File: src/rtl/pipe_hazard_scoreboard.sv
// Hazard/forwarding scoreboard: tracks in-flight register writes for DEPTH post-decode
// stages, selects forwarding sources per decode operand and raises load-use stalls.
module pipe_hazard_scoreboard #(
  parameter int NREG      = 16,
  parameter int DEPTH     = 3,
  parameter int NSRC      = 3,
  parameter int LOAD_LAT  = 2,
  parameter int NOFWD_REG = 15,
  localparam int RW = $clog2(NREG),
  localparam int SW = $clog2(DEPTH + 1)
) (
  input  logic                 CLK,
  input  logic                 CLR,
  input  logic                 id_valid,
  input  logic [NSRC*RW-1:0]   id_src,
  input  logic [NSRC-1:0]      id_src_use,
  input  logic [RW-1:0]        id_dst,
  input  logic                 id_dst_we,
  input  logic                 id_is_load,
  input  logic                 flush,
  output logic [NSRC*SW-1:0]   fwd_sel,
  output logic                 stall,
  output logic                 pc_le,
  output logic                 ifid_le,
  output logic                 nop_insert,
  output logic                 issue,
  output logic [DEPTH-1:0]     stage_valid,
  output logic [15:0]          stall_count
);

  logic [DEPTH-1:0] v_q, v_d;
  logic [DEPTH-1:0] ld_q, ld_d;
  logic [RW-1:0]    dst_q [DEPTH];
  logic [RW-1:0]    dst_d [DEPTH];
  logic [15:0]      cnt_q, cnt_d;

  logic [NSRC*SW-1:0] fwd_raw;
  logic [NSRC-1:0]    haz;
  logic               stall_raw;

  // Scan oldest to youngest so the youngest match is the one left standing.
  always_comb begin
    fwd_raw = '0;
    haz     = '0;
    for (int i = 0; i < NSRC; i++) begin
      for (int k = DEPTH - 1; k >= 0; k--) begin
        if (id_src_use[i] && v_q[k] &&
            (dst_q[k] == id_src[i*RW +: RW]) &&
            (id_src[i*RW +: RW] != RW'(NOFWD_REG))) begin
          fwd_raw[i*SW +: SW] = SW'(k + 1);
          haz[i]              = ld_q[k] && ((k + 1) < LOAD_LAT);
        end
      end
    end
  end

  assign stall_raw   = id_valid & ~flush & (|haz);

  // Reset low forces a quiet interface regardless of inputs.
  assign stall       = CLR & stall_raw;
  assign issue       = CLR & id_valid & ~flush & ~stall_raw;
  assign nop_insert  = ~CLR | stall_raw | flush | ~id_valid;
  assign fwd_sel     = CLR ? fwd_raw : '0;
  assign pc_le       = ~stall;
  assign ifid_le     = ~stall;
  assign stage_valid = v_q;
  assign stall_count = cnt_q;

  always_comb begin
    cnt_d = cnt_q;
    if (stall && (cnt_q != 16'hFFFF)) begin
      cnt_d = cnt_q + 16'd1;
    end
    v_d[0]   = issue & id_dst_we;
    dst_d[0] = id_dst;
    ld_d[0]  = id_is_load;
    for (int k = 1; k < DEPTH; k++) begin
      v_d[k]   = v_q[k-1];
      dst_d[k] = dst_q[k-1];
      ld_d[k]  = ld_q[k-1];
    end
  end

  always_ff @(posedge CLK) begin
    if (!CLR) begin
      v_q   <= '0;
      ld_q  <= '0;
      cnt_q <= '0;
      for (int k = 0; k < DEPTH; k++) begin
        dst_q[k] <= '0;
      end
    end else begin
      v_q   <= v_d;
      ld_q  <= ld_d;
      cnt_q <= cnt_d;
      for (int k = 0; k < DEPTH; k++) begin
        dst_q[k] <= dst_d[k];
      end
    end
  end

endmodule
File: config.mk
export PLATFORM = sky130hd
export DESIGN_NAME = pipe_hazard_scoreboard
export DESIGN_NICKNAME = d
export VERILOG_FILES = /design/src/rtl/pipe_hazard_scoreboard.sv
export SDC_FILE = /design/constraint.sdc
export NUM_CORES = 1
export LEC_CHECK = 0
export CAP_MARGIN = 20
export CORE_MARGIN = 3
export CORE_UTILIZATION = 50
export DETAILED_ROUTE_END_ITERATION = 7
export MAX_ROUTING_LAYER = met4
export PLACE_DENSITY = 0.83
export SLEW_MARGIN = 20
export SYNTH_ARGS = -nofsm -noshare
export SYNTH_HDL_FRONTEND = slang
export SYNTH_SLANG_ARGS = --single-unit
File: constraint.sdc
create_clock -name CLK -period 5.45 [get_ports CLK]
set_input_delay 0.8175 -clock CLK [delete_from_list [all_inputs] [get_ports CLK]]
set_output_delay 0.8175 -clock CLK [all_outputs]
set_load 0.02 [all_outputs]
# Yosys cells after proc, flatten, opt, wreduce, memory -nomap -nowiden
# Memories as Yosys holds them, arrays and structs flattened.
# Cells that the tools add are included.
# word_totals
register_bits	20
ramBits	12
inputBits	25
output_inout_bits	30
word_cells	83
memories	1
# classes
addsub	1
eq_ne	13
n_mux	18
bitwise_logic	18
n_reduce_logical	29
# memory_table
memory	words	word_bits	rd	rd_ports_with_merged_regs	write_ports	line_no	rtl
dst_q	3	4	3	0	3	33	logic [RW-1:0] dst_q [DEPTH];
# ops
operator	n
4-bit equality test	9
1-bit logical AND	28
2-bit two-way mux	9
16-bit by 1-bit adder with 16-bit output, second input constant	1
16-bit inequality test, second input constant	1
4-bit two-way mux	3
4-bit inequality test, second input constant	3
1-bit bitwise AND	7
6-bit two-way mux	1
1-bit OR	6
1-bit two-way mux	5
1-bit NOT	5
3-bit OR reduction	1

# Longest topological paths before layout
# logic_depth
ltp_word	9
ltp_mapped	7
mapped_depth_nobuf	7

# Worst setup path before layout
# Ideal clock, no wire load.
# synth_path
path_kind	input to output
from	input port id_src[10]
to	output port nop_insert
arrival_time_ps	2660
required_ps	4633
path_slack_ps	1972
path_stages	6
n_path_buf	0
cell_sequence	nand4_1 > nand4_1 > nor4_4 > o31a_2 > nor4b_1 > inv_1
# synth_between
elab_chain_len	9
# synth_rtl
element	line_no	rtl
start: declaration	15	input logic [NSRC*RW-1:0] id_src,
4-bit equality test	48	(dst_q[k] == id_src[i*RW +: RW]) &&
1-bit logical AND	47	if (id_src_use[i] && v_q[k] &&
1-bit logical AND (*)	48	
1-bit two-way mux (*)	47	
3-bit OR reduction (*)	57	assign stall_raw = id_valid & ~flush & (|haz);
1-bit bitwise AND (*)	57	
1-bit OR (*) (3 in series)	62	assign nop_insert = ~CLR | stall_raw | flush | ~id_valid;
end: declaration	25	output logic nop_insert,
# Every way passes the cells marked *; elsewhere a longest branch is shown, timed or not.

# Final worst setup path
# layout_path
from	input port id_src[10]
to	output port issue
# layout_between
elab_chain_len	8
# layout_rtl
element	line_no	rtl
4-bit equality test	48	
1-bit logical AND	47	
1-bit logical AND (*)	48	
1-bit two-way mux (*)	47	
3-bit OR reduction (*)	57	
1-bit bitwise AND (*)	57	
1-bit NOT (*)	61	assign issue = CLR & id_valid & ~flush & ~stall_raw;
1-bit bitwise AND (*)	61	
end: declaration	26	output logic issue,
# Marks and branches as above.

==> metrics.txt <==
outcome complete, no violations; max_slew headroom 0.391; Site Rows 21; Worst Setup End Kind primary output; Die H 67.8 µm; DR vias 1772; Net Sw Frac 0.231; reg2reg path depth 5; count of final setup violators 0; clock buffer count from CTS 5; RSZ-0062 raised after global routing false; fin crit share 0.755; Leakage Power 0.870 nW; ANT nets after route 0; Power per Cell Area 206 nW/µm²; Slew @ Worst Pin 909 ps; Ports 55; Critical Path Start Type primary input; Die Wd 67.8 µm; DRC 0; drt wl/cell 14.6 µm; Worst Path Max Fanout 5; largest net degree at the start of global routing 31; Root Buffer clkbuf_8; number of port buffers 54; Clock transition at path regs 60 ps; DR vias/cell 5.59; min-delay worst type register to register; layout cells sized above 1 0.0590; Seq cells post-synth 32; clock network fraction of total power 0.419; Hold Buf Count CTS 0; router iterations before antenna repair 4; sequential share of the synthesized area 0.335; Final min period 4110 ps; Comb pwr share 0.117; core area 3490 µm²; Hold Crit Start stall_count[1]; largest cells by area after synthesis dfxtp_1 (34%), xor2_1 (11%), xnor2_1 (5.5%), and2_1 (5.2%), nand4_1 (5.2%); GRT Total Usage 0.221; Mean Syn Cell Area 8.85 µm²; Antenna Cells 0; Hold EP stall_count[1]; Post-synth EDFFs 0; Internal 0.000407 W; Synth Flop Type dfxtp_1; Yosys top cell by area dfxtp_1; Post-Synthesis Cells 216; Remaining Overflow, GRT 0; Flop pwr share 0.464; worst path arrival time 3300 ps; final wirelength 4620 µm; kind of critical path primary input to primary output; Max Freq 243 MHz; FF-to-FF End stall_count[10]; vias in the first global route 1500; Hold WS 495 ps; final worst slack 1340 ps; clock latency on the worst-skew pair 280 ps; Area Overhead vs Synth 34.5%; DP Worst Slack 1340 ps; Synth warnings 0; endpoints failing hold 0; Slew Limit Fails 0; initial drt markers 107; Worst EP required 4630 ps; reg-to-reg slack, setup 3320 ps; first-pass GRT wire length 7420 µm; TritonCTS clock tree done; Layout Skew 4.28 ps; top cell type's share of synthesized area 0.335; initial antenna violation count 0; Net Count, Synth 242; Initial Util 0.547; post-cts resize count 0; fin nets 296; die area 4600 µm²; hold path depth 2; sw power 0.000122 W; Post-CTS Setup Bufs 0; Async SR Flop Fraction 0; max-capacitance violation count 0; Yosys cell types 37; Placer Congestion 0.918; Final HPWL DP 3610 µm; H-tree depth 2; mapped cell area 1910 µm²; clk sinks 32; setup TNS 0 ps; r2r startpoint dst_q[0][1]; CTS Buffer Depth 2; peak supply drop 176 µV
-- per-stage QoR --
step	instance area [µm²]	util	std cells	power, W
after floorplan	1910	-	216	0.000280
after global placement	2460	0.705	309	0.000311
after detailed placement	2460	0.705	309	0.000312
after CTS	2570	0.735	317	0.000536
after global routing	2570	0.735	317	0.000549
final	2570	0.735	317	0.000529
-- worst max-delay path, stage by stage --
cell and delay (ps):
clkdlybuf4s50_1 590, nand4_1 180, nand4_1 170, nor4_4 80, o31a_2 360, nor4b_1 410
clkdlybuf4s50_1 690
-- power by group through the flow --
stage | registers (W) | logic, W | clock network, W
final | 0.000245 | 0.0000619 | 0.000222
after floorplan | 0.000248 | 0.0000323 | 0
after detailed placement | 0.000250 | 0.0000619 | 0
after global routing | 0.000246 | 0.0000671 | 0.000236
after CTS | 0.000245 | 0.0000624 | 0.000228
after global placement | 0.000251 | 0.0000603 | 0
-- per-layer routing --
metal,global-route usage,wire (µm),vias to the layer above
met2,0.317,2140,54
li1,-,-,896
met4,0.0794,67,0
met1,0.302,2170,814
met5,-,0,-
met3,0.0509,242,8
-- how the worst max path moves through the flow --
stage	start	end	slack (ps)	depth (start not counted)
finish	id_src[10]	issue	1340	7
global route	id_src[9]	issue	1170	7
CTS	id_src[10]	issue	1330	7
detailed placement	id_src[11]	issue	1340	7
global placement	id_src[11]	issue	1390	7
floorplan	id_src[10]	nop_insert	1970	6
-- synthesized netlist by cell type, drive strengths merged, types with 3 or more instances --
cell type	n
xor2	24
o21ai	4
nand2	16
or4	7
inv	5
a21oi	9
nor4	10
mux2i	5
nor3	7
buf	4
o31ai	7
dfxtp	32
and2	16
nor2	10
xnor2	12
clkbuf	3
or3	3
nand3	7
nand4	16
-- state kept, by name (all words and copies together) (netlist names) --
signal	count
stall_count	16
dst_q	12
stage_valid	3
ld_q	1
-- cell usage in the layout (no fill, tap or decap), types with 2 or more instances in the layout --
cell / instances
nor4b_1: 2
nand3_1: 7
mux2i_1: 5
a21oi_1: 9
clkdlybuf4s50_1: 54
o31ai_1: 6
xor2_1: 24
nor4_4: 3
nand2b_1: 2
nor4_1: 7
and3_1: 2
or3_1: 3
nor3_1: 6
o21ai_0: 4
xnor2_1: 12
nor2b_1: 2
nand2_1: 16
dfxtp_1: 32
o21a_1: 2
or4_1: 7
nor2_1: 10
and2_1: 16
clkbuf_8: 5
inv_1: 5
nand4_1: 16
-- cells by family after synthesis --
group                    Yosys count  share of synthesized area
AO/OA/AOI/OAI                     26                     0.0969
XOR/XNOR                          36                      0.165
adder cells (fa/ha/maj)            1                    0.00655
buffers and inverters             13                     0.0380
flip-flops                        32                      0.335
multiplexers                       5                     0.0262
AND/OR/NAND/NOR                  103                      0.332
-- layout make-up --
type                    count  area, µm²
multi-input cells         171       1200
clock buffers               6       72.6
repair buffers             55        548
well taps                  46       57.6
inverters                   5       18.8
flip-flops and latches     32        641
clock inverters             2       35.0
fillers                   283        925
Note: power is estimated with default switching activity, not from simulation.
